==> src/rtl/sat_cnf_stream_eval_if.sv <==
// Literal stream bundle between the formula literal store (master) and the CNF evaluator (slave).
// One literal moves on every cycle where lit_valid and lit_ready are both high.
interface sat_cnf_stream_eval_if #(
  parameter int unsigned VAR_IDX_W = 6
);
  logic                 lit_valid;
  logic                 lit_ready;
  logic [VAR_IDX_W-1:0] lit_var;
  logic                 lit_neg;
  logic                 lit_last;
  logic                 lit_eof;

  modport master (
    output lit_valid, lit_var, lit_neg, lit_last, lit_eof,
    input  lit_ready
  );

  modport slave (
    input  lit_valid, lit_var, lit_neg, lit_last, lit_eof,
    output lit_ready
  );
endinterface

==> src/rtl/sat_cnf_stream_eval.sv <==
// Streaming CNF evaluator: checks a literal stream against a stored truth assignment and
// reports SAT/UNSAT, the first false clause and clause counters.
module sat_cnf_stream_eval #(
  parameter int unsigned          NUM_VARS    = 32,
  parameter int unsigned          VAR_IDX_W   = 6,
  parameter int unsigned          CNT_W       = 16,
  parameter logic [NUM_VARS-1:0]  INIT_ASSIGN = '0,
  parameter int unsigned          EARLY_EXIT  = 0
) (
  input  logic                 clk,
  input  logic                 resetClause,
  input  logic                 start_i,
  input  logic                 abort_i,
  input  logic                 assign_we_i,
  input  logic [NUM_VARS-1:0]  assign_data_i,
  sat_cnf_stream_eval_if.slave lit,
  output logic                 busy_o,
  output logic                 done_o,
  output logic                 sat_o,
  output logic [CNT_W-1:0]     first_unsat_o,
  output logic [CNT_W-1:0]     clause_cnt_o,
  output logic [CNT_W-1:0]     unsat_cnt_o,
  output logic                 idx_err_o
);

  localparam logic [1:0] ST_IDLE  = 2'd0;
  localparam logic [1:0] ST_EVAL  = 2'd1;
  localparam logic [1:0] ST_DRAIN = 2'd2;
  localparam logic [1:0] ST_DONE  = 2'd3;

  localparam logic [VAR_IDX_W:0] NumVarsExt = (VAR_IDX_W + 1)'(NUM_VARS);
  localparam logic [CNT_W-1:0]   CntOne     = CNT_W'(1);
  localparam logic [CNT_W-1:0]   CntMax     = {CNT_W{1'b1}};
  localparam bit                 EarlyExit  = (EARLY_EXIT != 0);

  logic [1:0]          state_q,     state_d;
  logic [NUM_VARS-1:0] assign_q,    assign_d;
  logic                clauseAcc_q, clauseAcc_d;
  logic                cnfAcc_q,    cnfAcc_d;
  logic                sat_q,       sat_d;
  logic [CNT_W-1:0]    firstUnsat_q, firstUnsat_d;
  logic [CNT_W-1:0]    clauseCnt_q, clauseCnt_d;
  logic [CNT_W-1:0]    unsatCnt_q,  unsatCnt_d;
  logic                idxErr_q,    idxErr_d;

  logic                busy;
  logic                fire;
  logic                isLast;
  logic                inRange;
  logic                litVal;
  logic                accNext;
  logic [VAR_IDX_W-1:0] litVar;
  logic [NUM_VARS-1:0] shifted;

  function automatic logic [CNT_W-1:0] satInc(input logic [CNT_W-1:0] x);
    return (x == CntMax) ? x : x + CntOne;
  endfunction

  assign busy          = (state_q == ST_EVAL) || (state_q == ST_DRAIN);
  assign lit.lit_ready = busy;
  assign fire          = lit.lit_valid && busy;
  assign isLast        = lit.lit_last || lit.lit_eof;
  assign litVar        = lit.lit_var;

  // Out-of-range indices read as a false literal; the shift keeps the select width-safe.
  always_comb begin
    shifted = assign_q >> litVar;
    inRange = ({1'b0, litVar} < NumVarsExt);
    litVal  = inRange && (shifted[0] ^ lit.lit_neg);
    accNext = clauseAcc_q | litVal;
  end

  always_comb begin
    state_d      = state_q;
    assign_d     = assign_q;
    clauseAcc_d  = clauseAcc_q;
    cnfAcc_d     = cnfAcc_q;
    sat_d        = sat_q;
    firstUnsat_d = firstUnsat_q;
    clauseCnt_d  = clauseCnt_q;
    unsatCnt_d   = unsatCnt_q;
    idxErr_d     = idxErr_q;

    if (abort_i) begin
      state_d     = ST_IDLE;
      sat_d       = 1'b0;
      clauseAcc_d = 1'b0;
    end else begin
      case (state_q)
        ST_IDLE, ST_DONE: begin
          if (assign_we_i) assign_d = assign_data_i;
          if (start_i) begin
            state_d      = ST_EVAL;
            sat_d        = 1'b0;
            clauseAcc_d  = 1'b0;
            cnfAcc_d     = 1'b1;
            firstUnsat_d = '0;
            clauseCnt_d  = '0;
            unsatCnt_d   = '0;
            idxErr_d     = 1'b0;
          end
        end
        ST_EVAL: begin
          if (fire) begin
            if (!inRange) idxErr_d = 1'b1;
            if (isLast) begin
              clauseAcc_d = 1'b0;
              clauseCnt_d = satInc(clauseCnt_q);
              if (!accNext) begin
                unsatCnt_d = satInc(unsatCnt_q);
                cnfAcc_d   = 1'b0;
                // cnfAcc still high means no clause has failed yet in this run.
                if (cnfAcc_q) firstUnsat_d = clauseCnt_q;
              end
              if (lit.lit_eof) begin
                state_d = ST_DONE;
                sat_d   = cnfAcc_q && accNext;
              end else if (!accNext && EarlyExit) begin
                state_d = ST_DRAIN;
              end
            end else begin
              clauseAcc_d = accNext;
            end
          end
        end
        ST_DRAIN: begin
          if (fire) begin
            if (isLast) clauseCnt_d = satInc(clauseCnt_q);
            if (lit.lit_eof) begin
              state_d = ST_DONE;
              sat_d   = cnfAcc_q;
            end
          end
        end
        default: state_d = ST_IDLE;
      endcase
    end
  end

  always_ff @(posedge clk or negedge resetClause) begin
    if (!resetClause) begin
      state_q      <= ST_IDLE;
      assign_q     <= INIT_ASSIGN;
      clauseAcc_q  <= 1'b0;
      cnfAcc_q     <= 1'b1;
      sat_q        <= 1'b0;
      firstUnsat_q <= '0;
      clauseCnt_q  <= '0;
      unsatCnt_q   <= '0;
      idxErr_q     <= 1'b0;
    end else begin
      state_q      <= state_d;
      assign_q     <= assign_d;
      clauseAcc_q  <= clauseAcc_d;
      cnfAcc_q     <= cnfAcc_d;
      sat_q        <= sat_d;
      firstUnsat_q <= firstUnsat_d;
      clauseCnt_q  <= clauseCnt_d;
      unsatCnt_q   <= unsatCnt_d;
      idxErr_q     <= idxErr_d;
    end
  end

  assign busy_o        = busy;
  assign done_o        = (state_q == ST_DONE);
  assign sat_o         = sat_q;
  assign first_unsat_o = firstUnsat_q;
  assign clause_cnt_o  = clauseCnt_q;
  assign unsat_cnt_o   = unsatCnt_q;
  assign idx_err_o     = idxErr_q;

endmodule

==> src/flat_wrapper.sv <==
// flat-port wrapper written by rule: the top's interface ports become plain ports
module sat_cnf_stream_eval_flat 
#(
  parameter int unsigned          NUM_VARS    = 32,
  parameter int unsigned          VAR_IDX_W   = 6,
  parameter int unsigned          CNT_W       = 16,
  parameter logic [NUM_VARS-1:0]  INIT_ASSIGN = '0,
  parameter int unsigned          EARLY_EXIT  = 0
)
  (clk, resetClause, start_i, abort_i, assign_we_i, assign_data_i, busy_o, done_o, sat_o, first_unsat_o, clause_cnt_o, unsat_cnt_o, idx_err_o, lit_lit_valid, lit_lit_var, lit_lit_neg, lit_lit_last, lit_lit_eof, lit_lit_ready);
  sat_cnf_stream_eval_if #(.VAR_IDX_W(VAR_IDX_W)) lit_i ();
  input  logic clk;
  input  logic resetClause;
  input  logic start_i;
  input  logic abort_i;
  input  logic assign_we_i;
  input  logic [NUM_VARS-1:0] assign_data_i;
  output logic busy_o;
  output logic done_o;
  output logic sat_o;
  output logic [CNT_W-1:0] first_unsat_o;
  output logic [CNT_W-1:0] clause_cnt_o;
  output logic [CNT_W-1:0] unsat_cnt_o;
  output logic idx_err_o;
  input wire logic [$bits(lit_i.lit_valid)-1:0] lit_lit_valid;
  input wire logic [$bits(lit_i.lit_var)-1:0] lit_lit_var;
  input wire logic [$bits(lit_i.lit_neg)-1:0] lit_lit_neg;
  input wire logic [$bits(lit_i.lit_last)-1:0] lit_lit_last;
  input wire logic [$bits(lit_i.lit_eof)-1:0] lit_lit_eof;
  output wire logic [$bits(lit_i.lit_ready)-1:0] lit_lit_ready;
  assign lit_i.lit_valid = lit_lit_valid;
  assign lit_i.lit_var = lit_lit_var;
  assign lit_i.lit_neg = lit_lit_neg;
  assign lit_i.lit_last = lit_lit_last;
  assign lit_i.lit_eof = lit_lit_eof;
  assign lit_lit_ready = lit_i.lit_ready;
  sat_cnf_stream_eval #(.NUM_VARS(NUM_VARS), .VAR_IDX_W(VAR_IDX_W), .CNT_W(CNT_W), .INIT_ASSIGN(INIT_ASSIGN), .EARLY_EXIT(EARLY_EXIT)) u_core (.clk(clk), .resetClause(resetClause), .start_i(start_i), .abort_i(abort_i), .assign_we_i(assign_we_i), .assign_data_i(assign_data_i), .lit(lit_i), .busy_o(busy_o), .done_o(done_o), .sat_o(sat_o), .first_unsat_o(first_unsat_o), .clause_cnt_o(clause_cnt_o), .unsat_cnt_o(unsat_cnt_o), .idx_err_o(idx_err_o));
endmodule
==> config.mk <==
export PLATFORM = sky130hd
export DESIGN_NAME = sat_cnf_stream_eval_flat
export DESIGN_NICKNAME = d
export VERILOG_FILES = /design/src/rtl/sat_cnf_stream_eval_if.sv /design/src/rtl/sat_cnf_stream_eval.sv /design/src/flat_wrapper.sv
export SDC_FILE = /design/constraint.sdc
export NUM_CORES = 1
export LEC_CHECK = 0
export CORE_UTILIZATION = 55
export DETAILED_ROUTE_END_ITERATION = 6
export PLACE_DENSITY = 0.88
export SLEW_MARGIN = 20
export SYNTH_ARGS = -nofsm -noshare
export SYNTH_HDL_FRONTEND = slang
export SYNTH_SLANG_ARGS = --single-unit
==> constraint.sdc <==
create_clock -name clk -period 4.3 [get_ports clk]
set_input_delay 0.86 -clock clk [delete_from_list [all_inputs] [get_ports clk]]
set_output_delay 0.86 -clock clk [all_outputs]
set_load 0.02 [all_outputs]
# Word-level counts from Yosys, hierarchy flattened

Index checks and enable logic that the tools add are counted.

Order comparisons: 1
Shift operators: 1
Div/mod/pow operators: 0
Reduce and logical (&&, ||, !) cells: 19
Equal/unequal tests: 21
Multipliers: 0
Add/sub/neg operators: 2
Bitwise operators: 3
Mux-type cells: 42

Operator list:

| operator                                      | count |
|---|---|
| 2-to-1 mux 16 bit                             | 12 |
| one-hot mux 16 bit (2 select lines)           | 3 |
| adder 16 x 1 -> 16 bit, second input constant | 2 |
| == test 16 bit, second input constant         | 2 |
| right shift 32 x 6 -> 1 bit                   | 1 |
| 2-to-1 mux 1 bit                              | 16 |
| AND reduction 7 bit                           | 2 |
| 2-to-1 mux 2 bit                              | 6 |
| AND reduction 6 bit                           | 2 |
| != test 2 x 1 -> 1 bit, second input constant | 5 |
| != test 2 bit, second input constant          | 5 |
| AND reduction 5 bit                           | 2 |
| != test 3 x 2 -> 1 bit, second input constant | 3 |
| != test 3 bit, second input constant          | 3 |
| < comparator 6 bit, second input constant     | 1 |
| one-hot mux 1 bit (2 select lines)            | 3 |
| one-hot mux 2 bit (3 select lines)            | 1 |
| AND reduction 3 bit                           | 2 |
| == test 2 bit, second input constant          | 2 |
| AND reduction 4 bit                           | 1 |
| OR reduction 2 bit                            | 2 |
| logical AND 1 bit                             | 3 |
| one-hot mux 1 bit (3 select lines)            | 1 |
| nonzero test 3 bit                            | 1 |
| other kinds (7)                               | 8 |

Latch bits: 0
Register bits: 86
ROM bits: 0
Memories kept: 0
RAM bits: 0
Output and inout port bits: 53
Logic and storage cells: 98

# Logic depth before layout (Yosys ltp)

Gate-level depths: netlist of the first run.

Depth after elaboration: 10
Gate-level depth with buffers: 13
Gate-level depth less buffers: 10

# Least setup slack after synthesis of the first run

No wires, ideal clock.

Kind: input port to flip-flop
Start: input port lit_lit_var[1]
End: register u_core.firstUnsat_q[10], in the netlist u_core.first_unsat_o[10]
Data required time: 4,145 ps
Stages: 12
Slack: 1,481 ps
Library setup time: 155 ps
Data arrival time: 2,663 ps
Cell sequence: buf_6 -> buf_12 -> mux2i_1 -> a21oi_1 -> nand3_1 -> nand2_1 -> or4_4 -> nand4b_4 -> or2_1 -> buf_6 -> buf_12 -> o311ai_4

Cells in the longest elaborated chain, start to end: 6

RTL lines:

| element                         | RTL line                   | source |
|---|---|---|
| start, declared                 | flat_wrapper.sv:26         | `input wire logic [$bits(lit_i.lit_var)-1:0] lit_lit_var;` |
| right shift 32 x 6 -> 1 bit     | sat_cnf_stream_eval.sv:67  | `shifted = assign_q >> litVar;` |
| bitwise XOR 1 bit               | sat_cnf_stream_eval.sv:69  | `litVal = inRange && (shifted[0] ^ lit.lit_neg);` |
| logical AND 1 bit *             | sat_cnf_stream_eval.sv:69  |  |
| OR 1 bit *                      | sat_cnf_stream_eval.sv:70  | `accNext = clauseAcc_q \| litVal;` |
| != test 2 bit (no line) *       | --                         |  |
| AND reduction 7 bit (no line) * | --                         |  |
| end signal, assigned            | sat_cnf_stream_eval.sv:157 | `firstUnsat_q <= firstUnsat_d;` |
| end, declared                   | sat_cnf_stream_eval.sv:41  | `logic [CNT_W-1:0] firstUnsat_q, firstUnsat_d;` |

Mark *: on every way between the ends. The rest lies on a longest branch, timed or not.
A chain may end at the register's enable or synchronous reset.

# Worst setup path after layout of the first run

Start: input port lit_lit_var[1]
End: register u_core.unsatCnt_q[13], in the netlist u_core.unsat_cnt_o[13]

Cells in the longest elaborated chain, start to end: 6

RTL lines:

| element                         | RTL line                   | source |
|---|---|---|
| right shift 32 x 6 -> 1 bit     | sat_cnf_stream_eval.sv:67  |  |
| bitwise XOR 1 bit               | sat_cnf_stream_eval.sv:69  |  |
| logical AND 1 bit *             | sat_cnf_stream_eval.sv:69  |  |
| OR 1 bit *                      | sat_cnf_stream_eval.sv:70  |  |
| != test 2 bit (no line) *       | --                         |  |
| AND reduction 7 bit (no line) * | --                         |  |
| end signal, assigned            | sat_cnf_stream_eval.sv:159 | `unsatCnt_q <= unsatCnt_d;` |
| end, declared                   | sat_cnf_stream_eval.sv:43  | `logic [CNT_W-1:0] unsatCnt_q, unsatCnt_d;` |

Marked as above.

==> results of run 1 <==
-- final cells by class --
cell class	count	area (µm²)	area share [%]
Multi-Input combinational cell	317	2340	39.6
Clock buffer	10	128	2.16
Sequential cell	86	2150	36.4
Clock inverter	6	71.3	1.21
Inverter	14	52.6	0.888
Timing Repair Buffer	105	1040	17.5
Tap cell	105	131	2.22
-- kinds of logic (layout without fill, tap and decap cells) --
logic type / after synthesis / after routing / synth area share (%)
AOI/OAI and AO/OA: 77 / 77 / 15.8
xor gates and xnor gates: 14 / 14 / 2.60
adders and majority gates: 5 / 5 / 1.33
buffers and inverters: 42 / 135 / 4.75
DFF: 86 / 86 / 45.7
muxes: 53 / 53 / 12.1
and+or+nand+nor: 168 / 168 / 17.7
-- per-stage QoR --
step	std cells	setup WS, ns	cell area [µm²]
2_1_floorplan	445	1.48	4710
3_3_place_gp	627	0.667	5710
3_5_place_dp	627	0.556	5710
4_1_cts	643	0.943	5910
5_1_grt	643	0.694	5920
6_report	643	0.926	5920
-- how the worst max path moves through the flow --
stage / from / endpoint / cells past startpoint / slack [ns]
finish: lit_lit_var[1] / u_core.unsat_cnt_o[13]$_DFFE_PN0P_ / 10 / 0.93
floorplan: lit_lit_var[1] / u_core.first_unsat_o[10]$_DFFE_PN0P_ / 12 / 1.48
global placement: lit_lit_var[1] / u_core.first_unsat_o[1]$_DFFE_PN0P_ / 11 / 0.67
CTS: lit_lit_var[1] / u_core.unsat_cnt_o[13]$_DFFE_PN0P_ / 10 / 0.94
global route: lit_lit_var[1] / u_core.unsat_cnt_o[10]$_DFFE_PN0P_ / 10 / 0.69
detailed placement: lit_lit_var[1] / u_core.unsat_cnt_o[13]$_DFFE_PN0P_ / 10 / 0.56
-- critical path: cells and delay by family --
family / cells / cell delay (ns)
muxes: 2 / 0.44
buffers and inverters: 2 / 0.74
and+or+nand+nor: 3 / 0.65
AOI/OAI and AO/OA: 3 / 0.97
-- sequential cells by signal, summed over array words and instances, names as in the netlist --
name / flops
u_core.assign_q: 32
u_core.clause_cnt_o: 16
u_core.unsat_cnt_o: 16
u_core.cnfAcc_q: 1
u_core.first_unsat_o: 16
u_core.idx_err_o: 1
u_core.clauseAcc_q: 1
u_core.state_q: 2
u_core.sat_o: 1
-- power by group through the flow --
| stage | Combinational [mW] | Sequential [mW] | Clock, mW |
|---|---|---|---|
| CTS | 0.995 | 1.14 | 0.581 |
| floorplan | 0.719 | 1.14 | 0 |
| finish | 0.995 | 1.15 | 0.573 |
| detailed placement | 0.988 | 1.16 | 0 |
| global placement | 0.944 | 1.15 | 0 |
| global route | 1.08 | 1.17 | 0.615 |
-- cell usage after synthesis, types with 4 or more instances --
cell / instances
sky130_fd_sc_hd__xor2_1: 12
sky130_fd_sc_hd__nor4_1: 4
sky130_fd_sc_hd__o211ai_1: 23
sky130_fd_sc_hd__mux2_2: 33
sky130_fd_sc_hd__a21oi_1: 13
sky130_fd_sc_hd__mux2i_1: 20
sky130_fd_sc_hd__a211oi_1: 4
sky130_fd_sc_hd__nand2_1: 71
sky130_fd_sc_hd__and3_1: 9
sky130_fd_sc_hd__o311ai_4: 10
sky130_fd_sc_hd__or4_1: 11
sky130_fd_sc_hd__o311ai_1: 4
sky130_fd_sc_hd__inv_1: 14
sky130_fd_sc_hd__nand3_1: 22
sky130_fd_sc_hd__dfrtp_1: 85
sky130_fd_sc_hd__a22oi_1: 4
sky130_fd_sc_hd__clkbuf_1: 15
sky130_fd_sc_hd__nor2_1: 23
sky130_fd_sc_hd__nand2b_1: 8
sky130_fd_sc_hd__ha_1: 5
-- routing by layer --
layer	part of all wire [%]	vias up	track usage, %
met2	49	142	41.0
met4	1.8	0	9.22
li1	-	1797	-
met3	5.6	26	4.51
met1	43	1852	34.1
met5	0	-	0
==> impl_metrics.yaml, run 1 <==
floorplanning:
  initial_utilization_pct: 57.1
  chipHeight_um: 94.6
  core_um2: 8260
  core.rowCount: 33
  floorplan_die_width_um: 94.6
  floorplan.io_pins: 100
  area_of_the_die_um2: 8940
power_and_ir_drop:
  power_density_nw_per_um2: 459
  finalPower_mw: 2.72
  power.internal_mw: 1.70
  power.clock.fraction_pct: 21.1
  share_comb_of_total_power_pct: 36.6
  switching_power_mw: 1.01
  leakage_nw: 2.73
  switching_share_pct: 37.3
  worst_ir_drop_vdd_uv: 265
  seq_power_share_pct: 42.3
sta:
  timing.setup.tns_ns: 0
  timing.clock.skew_ns: 0.0121
  hold_fails_final_rpt: 0
  timing.max_slew.rel_slack_pct: 46.9
  min_period_ns: 3.37
  hold_slack_final_ns: 0.510
  setup_viol: 0
  maximum_clock_frequency_mhz: 296
  rsz0062_at_grt: "no"
  timing_max_transition_violations_final: 0
  max_slew.worst_pin.slew_ns: 0.796
  post-route-period-util_pct: 78.5
worst_setup_path:
  critical_path_peak_fanout: 28
  r2r-end: "u_core.unsat_cnt_o[13]$_DFFE_PN0P_"
  critPathLaunchType: "input pin"
  crit_path_cell_trace: "clkdlybuf4s50_1 -> buf_4 -> mux2i_1 -> a22oi_1 -> nand3_1 -> nand2_1 -> o21ai_2 -> nand3_2 -> a2111oi_1 -> mux2i_1"
  ff2ff_setup_slack_ns: 1.19
  delay_of_the_slowest_cell_on_the_worst_path_ns: 0.61
  cp.required_ns: 4.59
  worst_path_max_delay_cell: "sky130_fd_sc_hd__a2111oi_1"
  setup.worst_path.class: "input pin to flip-flop"
  r2r-start: "u_core.state_q[1]$_DFFE_PN0P_"
  ff2ff_path_depth: 9
  cp-end-kind: "flip-flop"
  cpMostUsedCell: "sky130_fd_sc_hd__mux2i_1"
  cp.arrival_ns: 3.66
grt:
  wire_length_of_the_first_global_routing_pass_um: 17600
  grt_start_max_net_pins: 87
  grt_pass1_vias: 3647
  global_route.usage.total_pct: 25.3
  remaining_global_route_overflow: 0
  antenna_found_initial: 0
cells_and_area:
  postLayoutCoreUtil_pct: 71.7
  number_of_antenna_cells_inserted: 0
  post_route_cells_drive_above_1_share_pct: 13.8
  fillCellCount: 596
  layout.cells.most_common_list: "sky130_fd_sc_hd__clkdlybuf4s50_1, sky130_fd_sc_hd__dfrtp_1, sky130_fd_sc_hd__nand2_1, sky130_fd_sc_hd__mux2_2"
  mostFrequentLayoutCell: "sky130_fd_sc_hd__clkdlybuf4s50_1"
  area_growth_syn_to_layout_pct: 25.5
  design.final.nets: 585
synth:
  postSynth.asyncResetShare_pct: 100
  synth.avg_cell_area_um2: 10.6
  synth-edff-count: 0
  synth_sequential_area_ratio_pct: 45.7
  ys.warnings.count: 0
  syn_nets: 497
  synth_cell_types: 50
  synth_seq_cells: 86
  postSynth.topFlopCell: "sky130_fd_sc_hd__dfrtp_1"
  yosys-top-cells-area: "sky130_fd_sc_hd__dfrtp_1, sky130_fd_sc_hd__mux2_2, sky130_fd_sc_hd__nand2_1"
  synth_area_leader_cell: "sky130_fd_sc_hd__dfrtp_1"
  syn_area_um2: 4710
  yosysTopAreaCellShare_pct: 45.1
  synth_cells: 445
drt:
  drt-total-wl_um: 10800
  via_count: 3817
  dr.first_iter.drc_count: 245
  drcViolationCount: 0
  vias_per_cell: 5.94
  drt_pass1_iterations: 5
  drtAntennaViolNets: 0
  wire_per_inst_um: 16.8
clocking:
  count_of_buffers_added_by_post_cts_timing_repair_for_setup: 0
  cts-resized-gates: 0
  worst_skew_pair.late_latency_ns: 0.36
  htree_levels: 3
  clock_path_buffers: 2
  clk_pin_slew_worst_paths_ns: 0.10
  number_of_sinks_driven_by_the_clock_tree: 86
  tritoncts.num_buffers: 9
  cts.hold.buffers_added: 0
  root_buffer: "sky130_fd_sc_hd__clkbuf_8"
  cts_tree: "done"
placed_design:
  gpl.final_weighted_congestion: 0.828
  placement.io_buffers: 99
  post-dp-hpwl_um: 7680
min_path:
  worstHoldPathType: "input pin to async pin"
flow_run:
  maxCapViolations: 0
status:
  status: "complete, no violations"
Note: power is estimated with default switching activity, not from simulation.
==> run 2, diff against run 1 <==
--- a/config.mk
+++ b/config.mk
@@ -5,9 +5,9 @@
 export SDC_FILE = /design/constraint.sdc
 export NUM_CORES = 1
 export LEC_CHECK = 0
-export CORE_UTILIZATION = 55
+export CORE_UTILIZATION = 51
 export DETAILED_ROUTE_END_ITERATION = 6
-export PLACE_DENSITY = 0.88
+export PLACE_DENSITY = 0.83
 export SLEW_MARGIN = 20
 export SYNTH_ARGS = -nofsm -noshare
 export SYNTH_HDL_FRONTEND = slang
==> constraint.sdc (replaced) <==
create_clock -name clk -period 3.35 [get_ports clk]
set_input_delay 0.67 -clock clk [delete_from_list [all_inputs] [get_ports clk]]
set_output_delay 0.67 -clock clk [all_outputs]
set_load 0.02 [all_outputs]
==> run 2 against run 1 <==
Net effect: the flow now finishes with violations (DRC); non-clock buffer count rose by 6; first-iteration DRC count fell by 37%; critical endpoint is now u_core.first_unsat_o[1]$_DFFE_PN0P_; sequential power rose by 27%; largest cell class unchanged.
==> impl_metrics.yaml, run 2 (synthesis gave the netlist of run 1 again) <==
status:
  status: "finished with violations"
  failed_checks: "DRC"
sta:
  min_period_ns: 2.89
  max_slew.worst_pin.slew_ns: 0.771
  hold_slack_final_ns: 0.335
  timing_max_transition_violations_final: 0
  rsz0062_at_grt: "no"
  setup_viol: 0
  timing.max_slew.rel_slack_pct: 48.6
  hold_fails_final_rpt: 0
  maximum_clock_frequency_mhz: 346
  post-route-period-util_pct: 86.3
  timing.setup.tns_ns: 0
  timing.clock.skew_ns: 0.0103
grt:
  grt_pass1_vias: 3560
  antenna_found_initial: 0
  remaining_global_route_overflow: 0
  global_route.usage.total_pct: 23.2
  grt_start_max_net_pins: 87
  wire_length_of_the_first_global_routing_pass_um: 17800
drt:
  wire_per_inst_um: 16.3
  wl_met3_um: 526
  met2WireLength_um: 5260
  drt-total-wl_um: 10600
  via_count: 3764
  vias_per_cell: 5.77
  drtAntennaViolNets: 0
  drcViolationCount: 5
  drt_pass1_iterations: 6
  m1WireLength_um: 4700
  dr.first_iter.drc_count: 154
  top_signal_layer_used: "met4"
power_and_ir_drop:
  switching_power_mw: 1.26
  worst_ir_drop_vdd_uv: 347
  power.clock.fraction_pct: 22.3
  leakage_nw: 2.78
  share_comb_of_total_power_pct: 36.7
  switching_share_pct: 35.4
  seq_power_share_pct: 41.0
  power.internal_mw: 2.29
  power_density_nw_per_um2: 592
clocking:
  root_buffer: "sky130_fd_sc_hd__clkbuf_8"
  cts.hold.buffers_added: 0
  clk_pin_slew_worst_paths_ns: 0.09
  number_of_sinks_driven_by_the_clock_tree: 86
  cts-resized-gates: 0
  tritoncts.num_buffers: 9
  cts_tree: "done"
  count_of_buffers_added_by_post_cts_timing_repair_for_setup: 0
  clock_path_buffers: 2
  htree_levels: 3
  worst_skew_pair.late_latency_ns: 0.36
cells_and_area:
  largest_register_ffs: 32
  mostFrequentLayoutCell: "sky130_fd_sc_hd__clkdlybuf4s50_1"
  area_growth_syn_to_layout_pct: 27.4
  post_route_cells_drive_above_1_share_pct: 14.5
  max_flop_register: "u_core.assign_q"
  number_of_antenna_cells_inserted: 0
  layout.cells.most_common_list: "sky130_fd_sc_hd__clkdlybuf4s50_1, sky130_fd_sc_hd__dfrtp_1, sky130_fd_sc_hd__nand2_1, sky130_fd_sc_hd__mux2_2"
  design.final.nets: 591
worst_setup_path:
  critical_path_peak_fanout: 17
  worstSetupStartpoint: "lit_lit_var[1]"
  ff2ff_path_depth: 10
  cp.arrival_ns: 3.13
  setup.worst_path.class: "input pin to flip-flop"
  ff2ff_setup_slack_ns: 0.66
  r2r-end: "u_core.unsat_cnt_o[6]$_DFFE_PN0P_"
  worst_setup_path_endpoint: "u_core.first_unsat_o[1]$_DFFE_PN0P_"
  cp.required_ns: 3.59
  cp-end-kind: "flip-flop"
  critPathLaunchType: "input pin"
  r2r-start: "u_core.state_q[0]$_DFFE_PN0P_"
min_path:
  worstHoldPathType: "input pin to async pin"
floorplanning:
  initial_utilization_pct: 53.3
  floorplan.io_pins: 100
  core.rowCount: 34
  floorplan_die_width_um: 98.1
  core_um2: 8850
  chipHeight_um: 98.1
  area_of_the_die_um2: 9630
placed_design:
  gpl.final_weighted_congestion: 0.828
  post-dp-hpwl_um: 7570
  placement.io_buffers: 99
flow_run:
  maxCapViolations: 0
[run 2: cell types whose count changed in the layout (fill, tap and decap cells not counted), sizes merged]
cell / before / now
inv: 15 / 14
buf: 7 / 13
clkinv: 2 / 0
clkbuf: 10 / 14
clkinvlp: 2 / 1
[run 2: area by class of cell]
cell class,instances,area (µm²)
clock buffer,14,183
clock inverter,2,37.5
fill,672,2840
inverter,14,52.6
multi-input combinational,317,2340
sequential,86,2150
tap,108,135
timing repair buffer,111,1110
[run 2: how the worst min path moves through the flow]
stage / to
after floorplan: u_core.assign_q[0]$_DFFE_PN0P_
after global placement: u_core.idx_err_o$_DFFE_PN0P_
after detailed placement: u_core.assign_q[19]$_DFFE_PN0P_
after CTS: u_core.assign_q[1]$_DFFE_PN0P_
after global routing: u_core.unsat_cnt_o[8]$_DFFE_PN0P_
final: u_core.unsat_cnt_o[11]$_DFFE_PN0P_
[run 2: power by group through the flow]
stage	logic [mW]	clock network, mW	registers [mW]
global route	1.43	0.852	1.48
finish	1.30	0.793	1.46
floorplan	0.923	0	1.46
CTS	1.31	0.801	1.45
detailed placement	1.30	0	1.48
global placement	1.26	0	1.47
[run 2: through the flow]
step / worst slack [ns] / total power, mW / utilization, % / instance area, µm² / instances
CTS: 0.469 / 3.56 / 67.8 / 6000 / 652
floorplan: 0.721 / 2.39 / - / 4710 / 445
finish: 0.459 / 3.55 / 67.9 / 6010 / 652
detailed placement: 0.0996 / 2.78 / 65.4 / 5780 / 636
global placement: 0.170 / 2.73 / 65.4 / 5780 / 636
global route: 0.324 / 3.76 / 67.9 / 6010 / 652
[run 2: critical path, cell delays in order]
cell	delay, ns
sky130_fd_sc_hd__clkdlybuf4s50_1	0.50
sky130_fd_sc_hd__buf_12	0.18
sky130_fd_sc_hd__mux2i_1	0.23
sky130_fd_sc_hd__a21oi_1	0.11
sky130_fd_sc_hd__nand3_1	0.11
sky130_fd_sc_hd__nand2_1	0.10
sky130_fd_sc_hd__or4_4	0.53
sky130_fd_sc_hd__nand4b_4	0.12
sky130_fd_sc_hd__buf_4	0.21
sky130_fd_sc_hd__nor4_1	0.08
sky130_fd_sc_hd__a311o_1	0.29
[run 2: layer usage]
metal  track usage, %  up-vias
met5                0        -
met4             7.00        0
met3             4.29       14
met2             36.6      120
met1             32.8     1832
li1                 -     1798
